<file path="config.mk">
export PLATFORM = sky130hd
export DESIGN_NAME = game_controller
export DESIGN_NICKNAME = d
export VERILOG_FILES = /design/src/rtl/game_controller.sv
export SDC_FILE = /design/constraint.sdc
export NUM_CORES = 1
export LEC_CHECK = 0
export ABC_AREA = 1
export CORE_ASPECT_RATIO = 0.9
export CORE_MARGIN = 2
export CORE_UTILIZATION = 51
export CTS_CLUSTER_SIZE = 30
export DETAILED_ROUTE_END_ITERATION = 6
export HOLD_SLACK_MARGIN = 0.12
export PLACE_DENSITY_LB_ADDON = 0.2
export SLEW_MARGIN = 20
export SYNTH_ARGS = -nofsm -noshare
export SYNTH_HDL_FRONTEND = slang
export SYNTH_SLANG_ARGS = --single-unit
export TNS_END_PERCENT = 20
</file>
<file path="constraint.sdc">
create_clock -name clk -period 2.4 [get_ports clk]
set_input_delay 0.48 -clock clk [delete_from_list [all_inputs] [get_ports clk]]
set_output_delay 0.48 -clock clk [all_outputs]
set_load 0.05 [all_outputs]
</file>
<file path="src/rtl/game_controller.sv">
// -----------------------------------------------------------------------------
// game_controller
//   Tic-tac-toe game engine for a 3x3 board drawn by an external VGA path.
//   Buttons are edge detected and move a cursor or place a mark; after every
//   placement a one-cycle CHECK state scores the board for the player who
//   just moved. All outputs are registered.
//
//   Cell index k = row*3 + col (k=0 top-left, k=8 bottom-right).
//
// Ports
//   clk                     system clock (shared with the VGA path)
//   reset                   asynchronous, active-low reset
//   btn_up/down/left/right  debounced level buttons, cursor movement
//   btn_place               debounced level button, place mark / restart
//   cells[17:0]             per cell: [2k] draw enable, [2k+1] shape/owner
//   color[8:0]              per cell highlight (1 = red, 0 = white)
//   turn                    player to move
//   state[1:0]              0 PLAY, 1 CHECK, 2 WIN, 3 DRAW
//   winner                  winning player, valid in WIN only
//
// Build option
//   CURSOR_BLINK_EN         when defined, the cursor preview blinks using a
//                           free-running BLINK_W-bit counter; otherwise the
//                           preview is always on and no counter exists.
// -----------------------------------------------------------------------------
module game_controller #(
    parameter int BLINK_W = 24
) (
    input  logic        clk,
    input  logic        reset,
    input  logic        btn_up,
    input  logic        btn_down,
    input  logic        btn_left,
    input  logic        btn_right,
    input  logic        btn_place,
    output logic [17:0] cells,
    output logic [8:0]  color,
    output logic        turn,
    output logic [1:0]  state,
    output logic        winner
);

    typedef enum logic [1:0] {
        S_PLAY  = 2'd0,
        S_CHECK = 2'd1,
        S_WIN   = 2'd2,
        S_DRAW  = 2'd3
    } state_t;

    // The 8 winning lines as cell masks: 3 rows, 3 columns, 2 diagonals.
    localparam logic [8:0] LINES [8] = '{
        9'b000_000_111, 9'b000_111_000, 9'b111_000_000,
        9'b001_001_001, 9'b010_010_010, 9'b100_100_100,
        9'b100_010_001, 9'b001_010_100
    };

    state_t      st;
    logic [8:0]  occ;          // cell occupied
    logic [8:0]  own;          // owner of an occupied cell
    logic [8:0]  win_mask;
    logic [3:0]  move_cnt;
    logic [1:0]  cur_row;
    logic [1:0]  cur_col;
    logic [3:0]  cur_idx;
    logic        turn_q;
    logic        winner_q;
    logic [4:0]  btn_now;
    logic [4:0]  btn_prev;
    logic [4:0]  btn_rise;
    logic [8:0]  mine;
    logic [8:0]  line_mask;
    logic        preview_on;
    logic [17:0] cells_d;
    logic [8:0]  color_d;

    // Bit order sets the action priority: place, up, down, left, right.
    assign btn_now  = {btn_place, btn_up, btn_down, btn_left, btn_right};
    assign btn_rise = btn_now & ~btn_prev;
    assign cur_idx  = {2'b00, cur_row} * 4'd3 + {2'b00, cur_col};

    // Cells held by the player who just moved (the player still in turn_q).
    assign mine = occ & (turn_q ? own : ~own);

`ifdef CURSOR_BLINK_EN
    logic [BLINK_W-1:0] blink_cnt;

    always_ff @(posedge clk or negedge reset) begin
        if (!reset) blink_cnt <= '0;
        else        blink_cnt <= blink_cnt + 1'b1;
    end

    assign preview_on = blink_cnt[BLINK_W-1];
`else
    // Always true for any legal width: the preview is steadily on.
    assign preview_on = (BLINK_W > 0);
`endif

    // NOTE: every variable gets a default at the top of always_comb so no
    // path leaves it unassigned, which would otherwise infer a latch.
    always_comb begin
        line_mask = '0;
        for (int i = 0; i < 8; i++) begin
            if ((mine & LINES[i]) == LINES[i]) line_mask = line_mask | LINES[i];
        end
    end

    always_comb begin
        cells_d = '0;
        color_d = '0;
        for (int k = 0; k < 9; k++) begin
            if (occ[k]) begin
                cells_d[2*k]   = 1'b1;
                cells_d[2*k+1] = own[k];
                color_d[k]     = (st == S_PLAY || st == S_CHECK) && (4'(k) == cur_idx);
            end else if (st == S_PLAY && 4'(k) == cur_idx) begin
                cells_d[2*k]   = preview_on;
                cells_d[2*k+1] = turn_q;
                color_d[k]     = 1'b1;
            end
        end
        if (st == S_WIN)       color_d = win_mask;
        else if (st == S_DRAW) color_d = '0;
    end

    // NOTE: all state uses non-blocking assignments so every register samples
    // the pre-edge values, independent of statement order.
    always_ff @(posedge clk or negedge reset) begin
        if (!reset) begin
            st       <= S_PLAY;
            occ      <= '0;
            own      <= '0;
            win_mask <= '0;
            move_cnt <= '0;
            cur_row  <= 2'd1;
            cur_col  <= 2'd1;
            turn_q   <= 1'b0;
            winner_q <= 1'b0;
            // Held buttons must not register as an edge after reset.
            btn_prev <= '1;
            cells    <= '0;
            color    <= '0;
            turn     <= 1'b0;
            state    <= 2'd0;
            winner   <= 1'b0;
        end else begin
            btn_prev <= btn_now;

            unique case (st)
                S_PLAY: begin
                    if (btn_rise[4]) begin
                        if (!occ[cur_idx]) begin
                            occ[cur_idx] <= 1'b1;
                            own[cur_idx] <= turn_q;
                            move_cnt     <= move_cnt + 4'd1;
                            st           <= S_CHECK;
                        end
                    end else if (btn_rise[3]) begin
                        cur_row <= (cur_row == 2'd0) ? 2'd2 : cur_row - 2'd1;
                    end else if (btn_rise[2]) begin
                        cur_row <= (cur_row == 2'd2) ? 2'd0 : cur_row + 2'd1;
                    end else if (btn_rise[1]) begin
                        cur_col <= (cur_col == 2'd0) ? 2'd2 : cur_col - 2'd1;
                    end else if (btn_rise[0]) begin
                        cur_col <= (cur_col == 2'd2) ? 2'd0 : cur_col + 2'd1;
                    end
                end
                S_CHECK: begin
                    if (line_mask != '0) begin
                        st       <= S_WIN;
                        winner_q <= turn_q;
                        win_mask <= line_mask;
                    end else if (move_cnt == 4'd9) begin
                        st <= S_DRAW;
                    end else begin
                        turn_q <= ~turn_q;
                        st     <= S_PLAY;
                    end
                end
                S_WIN, S_DRAW: begin
                    if (btn_rise[4]) begin
                        occ      <= '0;
                        own      <= '0;
                        win_mask <= '0;
                        move_cnt <= '0;
                        cur_row  <= 2'd1;
                        cur_col  <= 2'd1;
                        turn_q   <= 1'b0;
                        st       <= S_PLAY;
                    end
                end
                default: st <= S_PLAY;
            endcase

            cells  <= cells_d;
            color  <= color_d;
            turn   <= turn_q;
            state  <= st;
            winner <= winner_q;
        end
    end

endmodule

</file>
Word-level counts from Yosys, hierarchy flattened
Cells that the tools add are included.
Storage, ports and cells
  word-level logic and storage cells: 188
  output and inout port bits: 31
  bits of input ports: 7
  flip-flop bits (word level): 75
Cells by class
  $lt $le $gt $ge: 2
  add/sub/neg operators: 6
  mux-type cells: 90
  bitwise logic cells: 6
  multipliers: 1
  reductions and logical operators: 35
  equal/unequal tests: 33
Operators with widths (number)
  9-bit 2-to-1 mux: 12
  2-bit 2-to-1 mux: 36
  9-bit case mux with 2 select lines: 3
  3-bit equality test, second input constant: 8
  1-bit 2-to-1 mux: 23
  1-bit logical AND: 19
  3-bit by 4-bit equality test with 1-bit output, first input constant: 4
  2-bit != test, second input constant: 8
  7-bit 2-to-1 mux: 2
  4-bit 2-to-1 mux: 3
  4-bit AND reduction: 3
  9-bit AND: 1
  9-bit bitwise mux: 1
  9-bit NOT: 1
  9-bit bitwise OR: 1
  9-bit nonzero test: 1
  2-bit equality test, second input constant: 4
  2-bit by 4-bit equality test with 1-bit output, first input constant: 2
  8-bit 2-to-1 mux: 1
  2-bit case mux with 2 select lines: 2
  4-bit case mux with 2 select lines: 1
  2-bit zero test: 3
  6-bit 2-to-1 mux: 1
  3-bit != test, second input constant: 2
  other kinds (27): 31

Logic depth before layout (Yosys ltp)
Gate-level depths: netlist (run 1).
  depth in word-level cells: 15
  mapped depth: 15
  mapped depth without buffers: 14

Worst setup path before layout (run 1)
No wires, ideal clock.
  path kind: register to register
  from: reg cur_row[0]
  to: reg own[6]
  setup time: 0.118 ns
  arrival time: 2.523 ns
  data required time: 2.282 ns
  path buffers: 1
  clock period less this slack: 2.642 ns
  cell stages (with the launch flop): 14
  setup slack: -0.242 ns
  cell sequence: dfstp_2 > fa_1 > ha_1 > inv_1 > fa_1 > nor2_1 > nand2_1 > nand3_1 > nand3_1 > nand2_1 > buf_2 > nand2_1 > nand3_1 > nand2_1
Between the ends
  word-level cells in the longest chain between the ends: 10
  elaborated cells between the ends (all ways): 15
  classes of those cells: add/sub (1); mul (1); order compare (2); eq/ne (1); mux (8); reduce/logical (2)
Ends and longest elaborated chain
  start: declaration: RTL line 62  | logic [1:0] cur_row;
  start signal: assignment: RTL line 158  | cur_row <= (cur_row == 2'd0) ? 2'd2 : cur_row - 2'd1;
  start signal: assignment: RTL line 160  | cur_row <= (cur_row == 2'd2) ? 2'd0 : cur_row + 2'd1;
  2-bit by 2-bit multiplier with 4-bit output *: RTL line 79  | assign cur_idx = {2'b00, cur_row} * 4'd3 + {2'b00, cur_col};
  4-bit by 2-bit adder with 4-bit output *: RTL line 79
  4-bit by 5-bit less-than comparator with 1-bit output (not written as such) or 4-bit by 1-bit >= comparator with 1-bit output (tied branches): RTL line 153  | own[cur_idx] <= turn_q;
  1-bit logical AND (not written as such): RTL line 153
  1-bit 2-to-1 mux (not written as such): RTL line 153
  1-bit demux with 4-bit select: RTL line 153
  9-bit bitwise mux: RTL line 153
  9-bit 2-to-1 mux: RTL line 151  | if (!occ[cur_idx]) begin
  9-bit 2-to-1 mux: RTL line 150  | if (btn_rise[4]) begin
  9-bit case mux with 2 select lines: RTL line 148  | unique case (st)
  end signal: indexed assignment: RTL line 153
  end: declaration: RTL line 59  | logic [8:0] own;
Every way passes the cells marked *; elsewhere a longest branch is shown, timed or not. The select of a mux whose other input is x is not followed.
A chain may end at the register's enable or synchronous reset.

Worst setup path in the final report (run 1)
  from: reg cur_row[1]
  to: reg own[2]
Same word-level chain as after synthesis.

==> summary.txt, run 1 <==
Placed design
  – Post-DP HPWL: just under 6000 um
  – Placer congestion estimate: 0.916
  – Port bufs: 37

Outcome
  – Outcome: finished, violations left
  – Violated checks: negative setup slack

Power
  – Peak supply drop: just under 0.8 mV
  – Leakage: roughly 2.3 nW
  – Power density cells: around 1600 mW/mm2
  – Tot Pwr: roughly 7.3 mW

Floorplanning
  – Ports: 38
  – Chip Height: ~84 um
  – Starting Density: 0.536
  – Die area: 0.00772 mm2
  – Core area: 0.00669 mm2
  – Row count: 28
  – DIE WIDTH: between 90 and 100 um

Logic synthesis
  – Post-synthesis sequential area ratio: 0.525
  – Syn Nets: 453
  – Flops & latches, synth: 75
  – Top cells by area, synth: dfrtp_1 (47%), nand2_1 (12%), nand3_1 (8.1%)
  – Cell taking the most area after synthesis: dfrtp_1
  – Synthesized area: 0.00359 mm2
  – Synth Warn #: 0
  – Cells after Synth: around 430
  – Avg Inst Size Synth: about 8.3 um2
  – Synth cell types: 26
  – Yosys top cell area share: 0.474

Critical path
  – Crit Path Class: register to register
  – Crit path DAT: approximately 3000 ps
  – R2R depth: 13
  – Critical Path Source Type: register
  – CP Max Fanout: 5
  – Worst EP required: roughly 2700 ps
  – CP endpoint kind: register

Final layout
  – Most common cell after layout, fill and taps aside: nand2_1
  – Area grow syn2layout: 28.5%
  – Fin nets: around 510
  – Share of layout cells above drive strength 1: 0.177
  – # diodes: 0
  – Most frequent cells in the layout: nand2_1 (103), dfrtp_1 (68), nand3_1 (53)

Clocking
  – Worst-skew pair later-pin latency: ~360 ps
  – CTS tree: yes
  – CTS Buf Count: 9
  – CTS H-tree lvls: 3
  – Reg clk slew, reported paths: approximately 70 ps
  – CTS max path bufs: 2
  – CTS sink cnt: 75
  – CTS root buffer: clkbuf_8

Worst hold path
  – Hold crit path type: register to register
  – Worst hold path depth: 0

STA
  – Final worst slack: -281 ps
  – Slew Limit Fails: 0
  – Tightest Pin Transition: just over 700 ps
  – Hold WS: around 380 ps
  – Final hold violations: 0
  – RSZ-0062 raised after global routing: true
  – Tmin final: between 2000 and 3000 ps
  – Post-route clock period utilization: 1.12
  – Setup-failing EPs final: 36
  – Max Clock Skew: slightly above 6 ps
  – Max-Slew Margin vs Limit: 0.528
  – F_max: between 300 and 400 MHz

Drt
  – Drt first pass iters: 4
  – Vias/cell: around 5.3
  – Final wirelength: roughly 8500 um
  – Post-route ant nets: 0
  – Routed length per instance: around 15 um
  – Starting DRT DRC Count: a little under 200
  – # DRC: 0
  – Via count: a little over 3000

Run
  – Max Cap Viol: 0

Global route
  – Gr ovfl total: 0
  – Pin count of the biggest net entering global routing: 43
  – Total Routing Usage GR: 0.233
  – First-pass GRT wire length: 13800 um
  – Number of global-route vias before repair: a little under 3000
  – Initial antenna violation count: 0
[worst paths after layout]
path / from / endpoint / slack, ps
min in group asynchronous: reset / cells[9] / 620
max reg2reg: cur_row[1] / own[2] / -280
min reg2reg: winner_q / winner / 380
max: cur_row[1] / own[2] / -280
min: winner_q / winner / 380
max in group asynchronous: reset / own[5] / 1230
[metal layers]
metal	vias to the layer above	track usage	part of all wire
met4	0	0.0841	0.017
met5	-	0	0
li1	1523	-	-
met1	1466	0.301	0.43
met2	112	0.363	0.49
met3	11	0.0813	0.067
[repair_timing]
| action | 4_1_cts | 5_1_grt |
|---|---|---|
| hold endpoints to repair | 26 | 0 |
| hold buffers | 1 | 0 |
| endpoints found under the setup margin | 41 | 47 |
| resized for setup | 10 | 31 |
| pin swaps | 1 | 1 |
| cloned | 0 | 2 |
| setup buffers | 0 | 2 |
[registers in the layout, summed over array words and instances (netlist names)]
signal    count
btn_prev      5
cells        18
color         9
cur_col       2
cur_row       2
move_cnt      4
occ           9
own           9
st            2
state         2
turn          1
turn_q        1
win_mask      9
winner        1
winner_q      1
[critical path, stage by stage (launching register included)]
cell,delay [ps]
dfrtp_1,410
fa_1,530
ha_2,170
inv_2,30
fa_2,570
nand2_2,80
o21ai_2,130
nand3_2,100
nand3_2,100
nand2_4,90
buf_12,180
nand2_1,80
nand3_1,70
nand2_1,80
[Yosys cell counts (all sizes together)]
cell,number
a21oi,13
fa,2
a211oi,2
o21ai,39
ha,10
o31ai,1
a22oi,2
nand2,117
clkinv,1
dfstp,7
inv,43
dfrtp,68
clkbuf,7
xor2,2
buf,7
and3,2
nand3,58
nor2,46
nand4,4
o211ai,3
[stage by stage]
step                setup slack (ps)   util  setup TNS, ps  cells  cell area (um2)
finish                          -281  0.689          -6200    587             4610
global route                    -376  0.689         -10500    587             4610
CTS                             -233  0.665          -4710    583             4450
detailed placement              -261  0.625          -5930    566             4180
global placement                -162  0.625          -3730    566             4180
floorplan                       -133      -          -2110    434             3610
[kinds of logic (layout without fill, tap and decap cells)]
group | Yosys count | in the layout | share of synthesized area
adders and majority gates | 12 | 12 | 0.0460
DFF | 75 | 75 | 0.525
xor gates and xnor gates | 2 | 2 | 0.00488
buffers and inverters | 58 | 121 | 0.0655
AOI/OAI and AO/OA | 60 | 60 | 0.0893
and+or+nand+nor | 227 | 227 | 0.269
[cell type report]
cell class	instances	area (um2)
fill	531	2080
sequential	75	1890
multi-input combinational	301	1590
timing repair buffer	61	614
clock buffer	13	169
inverter	44	165
tap	90	113
clock inverter	3	68.8
[power by group]
part / leakage, nW / total, mW / internal, mW / switching [mW]
registers: 0.977 / 1.97 / 1.72 / 0.255
clock network: 0.120 / 1.13 / 0.673 / 0.457
logic: 1.21 / 4.24 / 1.48 / 2.77
Note: power is estimated with default switching activity, not from simulation.
==> run 2, diff against run 1 <==
CORE_ASPECT_RATIO = default   (was 0.9)
==> run 2 against run 1 <==
  * The run still ends with negative setup slack left
  * Worst hold slack gained 5.8 ps
  * Global-route usage grew 0.62 points
  * Via count grew 3.1%
  * Routed wire length grew 1.6%
  * Fmax shrank 0.78%
  * Worst setup slack lost 21 ps
  * Clock power shrank 13%
  * Non-clock buffer count grew 5
  * Power grew 1.6%
  * Critical path depth is the same
  * First-iteration DRC count grew 19%
==> summary.txt, run 2 (synthesis results as in run 1) <==
Outcome
  – Outcome: finished, violations left
  – Violated checks: negative setup slack

Drt
  – Post-route ant nets: 0
  – Routed length per instance: 14.5 um
  – # DRC: 0
  – Drt first pass iters: 5
  – Starting DRT DRC Count: approximately 230
  – Vias/cell: approximately 5.4
  – Final wirelength: just under 9000 um
  – Via count: 3210

Critical path
  – Crit path DAT: around 3000 ps
  – Crit Path Class: register to register
  – CP endpoint kind: register
  – Worst EP required: around 2700 ps
  – Critical Path Source Type: register
  – CP Max Fanout: 8

Clocking
  – CTS sink cnt: 75
  – CTS H-tree lvls: 3
  – CTS Buf Count: 9
  – CTS tree: yes
  – CTS root buffer: clkbuf_8
  – Worst-skew pair later-pin latency: 340 ps
  – CTS max path bufs: 2
  – Reg clk slew, reported paths: approximately 80 ps

STA
  – F_max: 370 MHz
  – Slew Limit Fails: 0
  – Setup-failing EPs final: 36
  – Tmin final: approximately 2700 ps
  – Tightest Pin Transition: 761 ps
  – Total negative slack: -7060 ps
  – Hold WS: around 390 ps
  – Max Clock Skew: approximately 8.9 ps
  – Final hold violations: 0
  – Max-Slew Margin vs Limit: 0.491
  – Final worst slack: -302 ps
  – RSZ-0062 raised after global routing: true
  – Post-route clock period utilization: 1.13

Placed design
  – Pre-CTS setup slack: -257 ps
  – Placer congestion estimate: slightly below 0.9
  – DP Area: approximately 0.0042 mm2
  – Placed cell count: 576
  – Port bufs: 37
  – Post-DP HPWL: between 6000 and 7000 um

Global route
  – Pin count of the biggest net entering global routing: 35
  – Initial antenna violation count: 0
  – Gr ovfl total: 0
  – Total Routing Usage GR: 0.239
  – First-pass GRT wire length: ~14000 um
  – Number of global-route vias before repair: a little over 3000

Power
  – Leakage: 2.29 nW
  – Peak supply drop: about 1.1 mV
  – Tot Pwr: about 7.5 mW
  – Power density cells: approximately 1600 mW/mm2

Final layout
  – Most flops, register: cells
  – Fin nets: 516
  – Post-layout util: 0.676
  – Max FFs per register: 18
  – Most common cell after layout, fill and taps aside: nand2_1
  – Final Instance Count excl. Fillers: 597
  – Most frequent cells in the layout: nand2_1 (108), dfrtp_1 (68), nand3_1 (53)
  – Share of layout cells above drive strength 1: 0.180
  – Finished layout cell area: roughly 0.0046 mm2
  – Area grow syn2layout: 28.0%
  – # diodes: 0

Floorplanning
  – DIE WIDTH: slightly below 90 um
  – Row count: 30
  – Ports: 38
  – Chip Height: ~90 um
  – Die area: 0.00772 mm2
  – Core area: 0.00679 mm2
  – Starting Density: 0.528

Run
  – Max Cap Viol: 0

Worst hold path
  – Hold crit path type: register to register
## run 2: changes by cell type in the layout (fill, tap and decap cells not counted), sizes merged
cell,before,now
bufinv,2,1
clkbuf,15,12
clkinv,2,3
inv,43,44
buf,22,28
## run 2: per-layer routing
layer | GRT usage | up-vias | share of wire
met2 | 0.390 | 124 | 0.49
met3 | 0.0462 | 30 | 0.057
met5 | 0 | - | 0
li1 | - | 1530 | -
met4 | 0.137 | 0 | 0.044
met1 | 0.297 | 1526 | 0.41
## run 2: final timing paths
path                                 start         end  slack, ps  cells after the start
worst max register to register  cur_row[0]      own[3]       -300                     13
max in group asynchronous            reset  cur_col[0]       1140                      3
worst min register to register    winner_q      winner        390                      0
worst min-delay path              winner_q      winner        390                      0
min in group asynchronous            reset    cells[5]        620                      2
worst max-delay path            cur_row[0]      own[3]       -300                     13
## run 2: critical path, cell delays in order, from the launching register on
cell     delay (ps)
dfstp_2         380
fa_1            530
ha_2            180
inv_2            40
fa_2            590
nand2_2          80
o21ai_2         130
nand3_2         110
nand3_2         120
nand2_4          90
buf_12          160
nand2_1          80
nand3_1          70
nand2_1          70
## run 2: final cells by class
class / instances / area [um2]
well taps: 96 / 120
clock inverters: 4 / 48.8
fillers: 538 / 2200
clock buffers: 11 / 151
inverters: 44 / 165
flip-flops and latches: 75 / 1890
multi-input cells: 301 / 1590
repair buffers: 66 / 631
## run 2: timing repair
item	4_1_cts	5_1_grt
buffers inserted	1	3
hold buffers	1	0
resized for setup	13	30
pin swaps	5	9
hold endpoints to repair	32	0
gates cloned	0	1
setup endpoints to repair	42	48
## run 2: where the power goes
| group | switching, mW | internal, mW |
|---|---|---|
| logic | 2.87 | 1.63 |
| registers | 0.259 | 1.71 |
| clock network | 0.449 | 0.532 |
| total | 3.58 | 3.88 |
==> run 3, diff against run 2 <==
CTS_CLUSTER_DIAMETER = 40   (was default)
RECOVER_POWER = 50   (was default)
==> run 3 against run 2 <==
  * Global-route usage is the same
  * First-iteration DRC count up 8.6%
  * Count of clock-buffer cells in the layout unchanged
  * The run still ends with negative setup slack left
  * Cell area shrank 0.46%
  * Non-clock buffer count unchanged
  * Sequential power about the same
  * Sequential share of layout area up 0.19 points
  * Clock skew barely moved
  * Critical path depth unchanged
==> summary.txt, run 3 (synthesis results as in run 1) <==
Drt
  – Post-route ant nets: 0
  – Starting DRT DRC Count: ~250
  – Via count: ~3200
  – Final wirelength: approximately 8700 um
  – Drt first pass iters: 5
  – # DRC: 0
  – Vias/cell: ~5.4
  – Routed length per instance: 14.5 um

Power
  – Psw: roughly 3.6 mW
  – Tot Pwr: about 7.4 mW
  – Comb power frac: 0.603
  – Peak supply drop: approximately 1.1 mV
  – Sequential share of power: 0.265
  – Power density cells: approximately 1600 mW/mm2
  – Clock network fraction of total power: 0.132
  – Sw Ratio: 0.481
  – Pint: 3.87 mW
  – Leakage: approximately 2.3 nW

Final layout
  – Most frequent cells in the layout: nand2_1 (108), dfrtp_1 (68), nand3_1 (53)
  – Area of the multi-input gates: ~0.0016 mm2
  – Area grow syn2layout: 27.4%
  – FF+latch area: between 0.0015 and 0.002 mm2
  – # diodes: 0
  – Most common cell after layout, fill and taps aside: nand2_1
  – Finished layout cell area: ~0.0046 mm2
  – Fin nets: 516
  – Share of layout cells above drive strength 1: 0.178
  – Most flops, register: cells
  – FILL cells: about 540
  – Final Instance Count excl. Fillers: about 600
  – Max FFs per register: 18

Clocking
  – CTS Buf Count: 9
  – CTS max path bufs: 2
  – Worst-skew pair later-pin latency: about 350 ps
  – CTS sink cnt: 75
  – Reg clk slew, reported paths: 80 ps
  – CTS H-tree lvls: 3
  – CTS tree: yes
  – CTS root buffer: clkbuf_8

Placed design
  – Port bufs: 37
  – Post-DP HPWL: 6010 um
  – Placed cell count: about 580
  – Placer congestion estimate: slightly below 0.9
  – DP Area: between 0.004 and 0.005 mm2

STA
  – Final hold violations: 0
  – F_max: 372 MHz
  – Hold WS: between 300 and 400 ps
  – Tightest Pin Transition: around 800 ps
  – Final worst slack: -289 ps
  – Max Clock Skew: roughly 8.6 ps
  – Post-route clock period utilization: 1.12
  – Tmin final: between 2000 and 3000 ps
  – Total negative slack: -7050 ps
  – Max-Slew Margin vs Limit: 0.465
  – RSZ-0062 raised after global routing: true
  – Slew Limit Fails: 0
  – Setup-failing EPs final: 37

Floorplanning
  – Die area: about 0.0077 mm2
  – Core area: 0.00679 mm2
  – Ports: 38
  – Starting Density: 0.528
  – Row count: 30
  – DIE WIDTH: between 80 and 90 um
  – Chip Height: approximately 88 um

Global route
  – Gr ovfl total: 0
  – Total Routing Usage GR: 0.239
  – First-pass GRT wire length: approximately 14000 um
  – Number of global-route vias before repair: approximately 3000
  – Initial antenna violation count: 0
  – Pin count of the biggest net entering global routing: 35

Critical path
  – CP endpoint kind: register
  – Critical Path Source Type: register
  – Crit-path slowest cell: fa_2
  – Crit path max-delay family: adder cells
  – Crit path DAT: 2970 ps
  – Critical path cell sequence: fa_1, ha_2, inv_2, fa_2, nand2_2, o21ai_2, nand3_2, nand3_2, nand2_4, buf_12, nand2_1, nand3_1, nand2_1
  – CP peak stage delay: 590 ps
  – Worst EP required: between 2000 and 3000 ps
  – Crit Path Class: register to register
  – Worst path bufs/invs: 2
  – CP Max Fanout: 8

Outcome
  – Violated checks: negative setup slack
  – Outcome: finished, violations left

Worst hold path
  – Hold crit path type: register to register

Run
  – Max Cap Viol: 0
==> run 3: cell count changes in the layout (fill, tap and decap cells not counted), sizes merged <==
cell	previous run	this run
clkdlybuf4s50	36	31
clkbuf	12	15
buf	28	25
dlygate4sd3	1	6
==> run 3: final timing paths <==
path,end,cells past startpoint,startpoint,slack (ps)
hold reg to reg,winner,0,winner_q,390
min in group asynchronous,cells[5],2,reset,750
max in group asynchronous,state[0],3,reset,490
hold / removal,winner,0,winner_q,390
setup reg to reg,own[3],13,cur_row[0],-290
setup / recovery,own[3],13,cur_row[0],-290
==> run 3: worst reg2reg max path: cells and delay by family, from the launching register on <==
family	cells	cell delay (ps)
adder cells (fa/ha/maj)	3	1300
AO/OA/AOI/OAI	1	130
buffers and inverters	2	200
flip-flops	1	380
AND/OR/NAND/NOR	7	620
==> run 3: layout make-up <==
cell class              instances  share of cell area
multi-input cells             301               0.348
inverters                      44              0.0361
flip-flops and latches         75               0.412
clock buffers                  11              0.0331
repair buffers                 66               0.133
clock inverters                 4              0.0107
well taps                      96              0.0263
==> run 3: stage by stage <==
stage	utilization	worst slack, ps
2_1_floorplan	-	-133
3_3_place_gp	0.621	-150
3_5_place_dp	0.621	-257
4_1_cts	0.657	-224
5_1_grt	0.673	-386
6_report	0.673	-289
==> run 3: timing repair <==
| action | CTS | global route |
|---|---|---|
| endpoints found under the setup margin | 42 | 48 |
| hold buffers | 1 | 0 |
| resized for setup | 13 | 30 |
| hold endpoints to repair | 32 | 0 |
| pin swaps | 5 | 9 |
| cloned | 0 | 1 |
| setup buffers | 1 | 3 |
==> run 3: power by group through the flow <==
stage	clock, mW	sequential (mW)	combinational, mW
finish	0.982	1.97	4.49
global placement	0	1.97	3.68
floorplan	0	2.54	1.94
global route	1.04	2.02	4.88
CTS	0.997	1.97	4.00
detailed placement	0	1.99	3.76
==> run 3: routing by layer <==
layer  share of wire  track usage
met4           0.045        0.137
met5               0            0
met1            0.42        0.297
met3           0.050       0.0462
met2            0.49        0.390
